<file path="config.mk">
export PLATFORM = sky130hd
export DESIGN_NAME = rx_bit_timer
export DESIGN_NICKNAME = d
export VERILOG_FILES = /design/src/rtl/rx_timer_pkg.sv /design/src/rtl/rx_phase_counter.sv /design/src/rtl/rx_bit_timer.sv
export SDC_FILE = /design/constraint.sdc
export NUM_CORES = 1
export LEC_CHECK = 0
export CAP_MARGIN = 20
export CORE_AREA = 2 2 39 41
export DETAILED_ROUTE_END_ITERATION = 6
export DIE_AREA = 0 0 41 43
export GPL_ROUTABILITY_DRIVEN = 0
export GPL_TIMING_DRIVEN = 0
export RECOVER_POWER = 100
export SLEW_MARGIN = 5
export SYNTH_ARGS = -nofsm -noshare
export SYNTH_HDL_FRONTEND = slang
export SYNTH_HIERARCHICAL = 1
export SYNTH_SLANG_ARGS = --single-unit
</file>
<file path="constraint.sdc">
create_clock -name clk -period 1.4 [get_ports clk]
set_input_delay 0.21 -clock clk [delete_from_list [all_inputs] [get_ports clk]]
set_output_delay 0.21 -clock clk [all_outputs]
set_load 0.03 [all_outputs]
</file>
<file path="src/rtl/rx_timer_pkg.sv">
// rx_timer_pkg: default bit-timing constants and the bit_count width helper
// shared by the RX bit timer and its phase counter.
package rx_timer_pkg;

    localparam int RX_CYCLES_PER_BIT = 8;
    localparam int RX_SAMPLE_POINT   = 3;
    localparam int RX_BITS_PER_BYTE  = 8;

    function automatic int rx_count_width(input int bits_per_byte);
        return $clog2(bits_per_byte + 1);
    endfunction

endpackage

</file>
<file path="src/rtl/rx_phase_counter.sv">
// rx_phase_counter: bit-phase counter wrapping at CYCLES-1, with synchronous
// clear, synchronous load-to-1 (clear wins) and asynchronous active-high reset.
module rx_phase_counter
    import rx_timer_pkg::*;
#(
    parameter int CYCLES = RX_CYCLES_PER_BIT,
    parameter int W      = $clog2(CYCLES)
) (
    input  logic         clk,
    input  logic         rst,
    input  logic         clr,
    input  logic         load_one,
    output logic [W-1:0] phase
);

    logic [W-1:0] phase_d;
    logic [W-1:0] phase_q;

    always_comb begin
        phase_d = clr ? '0
                : load_one ? W'(1)
                : (phase_q == W'(CYCLES - 1)) ? '0
                : phase_q + W'(1);
    end

    always_ff @(posedge clk or posedge rst) begin
        if (rst) phase_q <= '0;
        else     phase_q <= phase_d;
    end

    assign phase = phase_q;

endmodule

</file>
<file path="src/rtl/rx_bit_timer.sv">
// rx_bit_timer: RX bit sampling strobe and byte framing counter.
// Define RX_TIMER_RESYNC_EN to let d_edge resynchronise the bit phase.
module rx_bit_timer
    import rx_timer_pkg::*;
#(
    parameter int CYCLES_PER_BIT = RX_CYCLES_PER_BIT,
    parameter int SAMPLE_POINT   = RX_SAMPLE_POINT,
    parameter int BITS_PER_BYTE  = RX_BITS_PER_BYTE,
    localparam int PW = $clog2(CYCLES_PER_BIT),
    localparam int CW = rx_count_width(BITS_PER_BYTE)
) (
    input  logic          clk,
    input  logic          rst,
    input  logic          enable_timer,
    input  logic          d_edge,
    input  logic          stuff_bit,
    output logic          shift_enable,
    output logic          byte_received,
    output logic [CW-1:0] bit_count
);

    logic [PW-1:0] phase;
    logic          load_one;
    logic          count_bit;
    logic          last_bit;
    logic [CW-1:0] bit_count_d;
    logic [CW-1:0] bit_count_q;
    logic          byte_received_d;
    logic          byte_received_q;

`ifdef RX_TIMER_RESYNC_EN
    // The edge cycle becomes phase 0 of a new bit, so the next phase is 1.
    assign load_one = enable_timer && d_edge;
`else
    logic unused_d_edge;
    assign unused_d_edge = d_edge;
    assign load_one      = 1'b0;
`endif

    rx_phase_counter #(
        .CYCLES(CYCLES_PER_BIT),
        .W     (PW)
    ) u_phase (
        .clk     (clk),
        .rst     (rst),
        .clr     (!enable_timer),
        .load_one(load_one),
        .phase   (phase)
    );

    assign shift_enable = enable_timer && (phase == PW'(SAMPLE_POINT));
    assign count_bit    = shift_enable && !stuff_bit;
    assign last_bit     = bit_count_q == CW'(BITS_PER_BYTE - 1);

    always_comb begin
        bit_count_d     = !enable_timer ? '0
                        : !count_bit ? bit_count_q
                        : last_bit ? '0
                        : bit_count_q + CW'(1);
        byte_received_d = count_bit && last_bit;
    end

    always_ff @(posedge clk or posedge rst) begin
        if (rst) begin
            bit_count_q     <= '0;
            byte_received_q <= 1'b0;
        end else begin
            bit_count_q     <= bit_count_d;
            byte_received_q <= byte_received_d;
        end
    end

    assign bit_count     = bit_count_q;
    assign byte_received = byte_received_q;

endmodule

</file>
==> tab_implementation.tex, run 1 <==
\begin{tabular}{lr}
\hline
Metric & Value \\
\hline
\multicolumn{2}{l}{\textbf{Outcome}} \\
Result of the run & completed \\
\multicolumn{2}{l}{\textbf{Synthesis}} \\
Most frequent cell after synthesis & sky130\_fd\_sc\_hd\_\_dfrtp\_1 \\
Number of warnings reported in the yosys synthesis log & 6 \\
Cell types with the highest counts after synthesis & sky130\_fd\_sc\_hd\_\_dfrtp\_1, sky130\_fd\_sc\_hd\_\_nand2\_1, sky130\_fd\_sc\_hd\_\_ha\_1 \\
Adder-cell share of the synthesized area & 9.23\% \\
FF+latch count, synth & 8 \\
Cell area after synthesis & 407 um2 \\
Avg Inst Size Synth & 11.0 um2 \\
Number of enable-type register cells in the synthesized netlist & 0 \\
Mux share of post-synthesis cell area & 4.92\% \\
Proportion of register bits with asynchronous set or reset after synthesis & 100\% \\
Share of the synthesized area in the top cell type & 49.2\% \\
Unique cell type count in the Yosys netlist & 19 \\
Top cell type by total area after synthesis & sky130\_fd\_sc\_hd\_\_dfrtp\_1 \\
Post-synthesis simple-gate area fraction & 28.0\% \\
Main flop type after synthesis & sky130\_fd\_sc\_hd\_\_dfrtp\_1 \\
Share of the synthesized area in compound gates (AO/OA/AOI/OAI) & 4.92\% \\
Cell count after synthesis & 37 \\
Most area-consuming cells after synthesis & sky130\_fd\_sc\_hd\_\_dfrtp\_1, sky130\_fd\_sc\_hd\_\_ha\_1, sky130\_fd\_sc\_hd\_\_mux2i\_1, sky130\_fd\_sc\_hd\_\_nand4b\_1, sky130\_fd\_sc\_hd\_\_and4bb\_4 \\
XOR/XNOR share of the synthesized area & 0\% \\
Seq/Total Area, Yosys & 49.2\% \\
Dominant combinational cell family by area after synthesis & simple AND/OR/NAND/NOR gates \\
\multicolumn{2}{l}{\textbf{GRT}} \\
Overflow left after global routing & 0 \\
Pin count of the biggest net entering global routing & 8 \\
Number of global-route vias before repair & 303 \\
Total Routing Usage GR & 10.2\% \\
Wire length of the first global-routing pass & 1140 um \\
Initial antenna violation count & 0 \\
\multicolumn{2}{l}{\textbf{Die}} \\
Area enclosed by the die boundary & 1760 um2 \\
X dimension of the die & 41 um \\
Number of rows in the core area & 14 \\
Initial cell density of the core & 29.4\% \\
Die Ht & 43 um \\
Number of top-level design ports & 11 \\
Area of the core & 1380 um2 \\
\multicolumn{2}{l}{\textbf{Timing}} \\
Final clock period utilization by the worst path & 92.4\% \\
Sum of negative setup slack & 0 ns \\
Final worst hold slack & 0.301 ns \\
Hold violation count in the final report & 0 \\
Worst clock skew & 0.00258 ns \\
RSZ-0062 raised after global routing & no \\
Final critical path time including I/O delays and setup & 1.29 ns \\
FMAX & 0.773 GHz \\
Final setup violation count & 0 \\
Final slew viol count & 0 \\
\multicolumn{2}{l}{\textbf{Power}} \\
Int Pwr & 348 uW \\
Clock power frac & 38.6\% \\
Logic gate share of total power & 7.4\% \\
Power Density & 838 nW/um2 \\
Static leakage & 0.000294 uW \\
Reported net switching power & 96.1 uW \\
Switching fraction of total power & 21.6\% \\
Sequential Power Share & 53.9\% \\
Highest ir drop seen on vdd & 0.378 mV \\
\multicolumn{2}{l}{\textbf{Routing}} \\
Routed wire length & 706 um \\
Number of antenna-violating nets in the routed design & 0 \\
Total number of vias & 304 \\
Drt initial violations & 0 \\
Number of DRC violations after detailed routing & 0 \\
Number of iterations in the first detailed-routing pass & 1 \\
Via/cell ratio & 4.54 \\
Average detailed-routed wire length per instance & 10.5 um \\
\multicolumn{2}{l}{\textbf{Finish}} \\
Layout Utilization & 38.3\% \\
Proportion of layout cells with a drive suffix above 1 & 11.8\% \\
Post-layout net count & 61 \\
Number of antenna repair diodes & 0 \\
Area of the multi-input gates & 199 um2 \\
Fill cell total of the finished layout & 148 \\
Final instance count without filler cells & 67 \\
Area Growth Syn to Fin & 30.5\% \\
Sequential cell area & 200 um2 \\
\multicolumn{2}{l}{\textbf{Setup path}} \\
End of the critical path & bit\_count[2] \\
Element type at the critical path end & output pin \\
Crit. path cell count & 1 \\
Max Fanout on Critical Path & 6 \\
Cell family with the largest share of critical-path delay & flip-flops \\
Number of cells traversed by the worst register-to-register path & 3 \\
Critical path startpoint & bit\_count[2] \\
Ordered list of cells on the worst path & dlygate4sd2\_1 \\
Critical path class & register to output pin \\
Crit-path slowest cell & sky130\_fd\_sc\_hd\_\_dfrtp\_1 \\
Required time of the critical path & 1.19 ns \\
CP startpoint kind & register \\
Data arrival, critical path & 1.08 ns \\
Worst path buffer plus inverter count & 1 \\
RR Endpoint & byte\_received \\
Internal reg-to-reg setup slack & 0.15 ns \\
Slowest stage delay, CP & 0.42 ns \\
R2r startpoint & u\_phase/phase[2] \\
\multicolumn{2}{l}{\textbf{Clock tree}} \\
\# clock sinks & 8 \\
Clock tree from TritonCTS & done \\
Hold-fix buffers, CTS & 0 \\
Clock Pin Slew Worst Setup and Hold Paths & 0.05 ns \\
Number of clock buffers inserted by TritonCTS & 3 \\
Buffer cell driving the clock tree root & sky130\_fd\_sc\_hd\_\_clkbuf\_4 \\
Setup bufs post-CTS & 0 \\
Number of buffers on the longest clock path & 2 \\
H-Tree Depth & 1 \\
Clock latency at the later pin of the worst-skew pair & 0.25 ns \\
\multicolumn{2}{l}{\textbf{Place}} \\
Count of buffers from port buffering & 9 \\
Number of placed instances, taps included & 64 \\
HPWL after detailed placement & 552 um \\
\multicolumn{2}{l}{\textbf{Hold path}} \\
Class of the tightest hold or removal check & input port to asynchronous set/reset pin \\
\multicolumn{2}{l}{\textbf{Run}} \\
Max cap viols & 0 \\
\hline
\end{tabular}
==> layout by cell type (no fill, tap or decap), drive strengths merged <==
cell type      count
nand4              1
o21ba              1
or3                1
dfrtp              8
buf                1
ha                 3
nor3b              2
mux2i              2
nand4b             2
nor3               1
nor2               2
and2               1
inv                3
and4bb             1
clkdlybuf4s50      1
nand2              4
nand3b             1
and4b              1
dlygate4sd3        1
clkbuf             3
o21ai              2
dlygate4sd2        6
conb               3
==> how the worst min path moves through the flow <==
stage               startpoint                to  slack [ns]  depth (start not counted)
floorplan                  rst  u_phase/phase[0]       -0.04                          1
global placement           rst  u_phase/phase[2]        0.43                          2
detailed placement         rst  u_phase/phase[1]        0.43                          2
CTS                        rst  u_phase/phase[2]        0.17                          2
global route               rst  u_phase/phase[1]        0.30                          2
finish                     rst  u_phase/phase[1]        0.30                          2
==> through the flow <==
| step | power, uW | setup slack (ns) | instance area [um2] |
|---|---|---|---|
| 2_1_floorplan | 263 | 0.121 | 414 |
| 3_3_place_gp | 281 | -0.637 | 524 |
| 3_5_place_dp | 281 | -0.623 | 524 |
| 4_1_cts | 457 | 0.0267 | 541 |
| 5_1_grt | 473 | 0.0412 | 531 |
| 6_report | 444 | 0.106 | 531 |
==> cell type report <==
| cell class | count | area share [%] |
|---|---|---|
| multi-input cells | 28 | 37.5 |
| flip-flops and latches | 8 | 37.7 |
| well taps | 16 | 3.77 |
| clock buffers | 3 | 4.25 |
| repair buffers | 9 | 14.6 |
| inverters | 3 | 2.12 |
==> metal layers <==
layer | wire length, um | global-route usage [%]
met1 | 331 | 11.5
met2 | 331 | 14.1
met3 | 28 | 4.71
met4 | 14 | 8.00
met5 | 0 | 0
==> registers in the layout (all words and copies together), names as in the netlist <==
name	flops
u_phase/phase	3
byte_received	1
bit_count	4
==> logic make-up after synthesis <==
family          after synthesis
compound gates                3
fa+ha+maj                     3
buf+inv                       3
flops                         8
mux                           2
other cells                   1
simple gates                 17
==> power by group through the flow <==
stage	Clock (uW)	Combinational, uW	Sequential (uW)
2_1_floorplan	0	18.2	244
3_3_place_gp	0	36.8	244
3_5_place_dp	0	36.6	244
4_1_cts	181	35.2	240
5_1_grt	195	37.8	240
6_report	172	33.0	240
==> timing repair <==
item / CTS / global route
pin swaps: 0 / 0
endpoints found under the setup margin: 6 / 1
resized for setup: 10 / 2
(Power assumes the default switching activity.)
==> run 2, diff against run 1 <==
--- a/config.mk
+++ b/config.mk
@@ -9,7 +9,6 @@
 export CORE_AREA = 2 2 39 41
 export DETAILED_ROUTE_END_ITERATION = 6
 export DIE_AREA = 0 0 41 43
-export GPL_ROUTABILITY_DRIVEN = 0
 export GPL_TIMING_DRIVEN = 0
 export RECOVER_POWER = 100
 export SLEW_MARGIN = 5
==> results of run 2 <==
Same layout as run 1: the final DEF is identical, and so are final timing and power.
==> run 3, diff against run 2 <==
--- a/config.mk
+++ b/config.mk
@@ -5,6 +5,7 @@
 export SDC_FILE = /design/constraint.sdc
 export NUM_CORES = 1
 export LEC_CHECK = 0
+export ABC_CLOCK_PERIOD_IN_PS = 1400
 export CAP_MARGIN = 20
 export CORE_AREA = 2 2 39 41
 export DETAILED_ROUTE_END_ITERATION = 6
==> results of run 3 <==
Same layout as run 1: the final DEF is identical, and so are final timing and power.
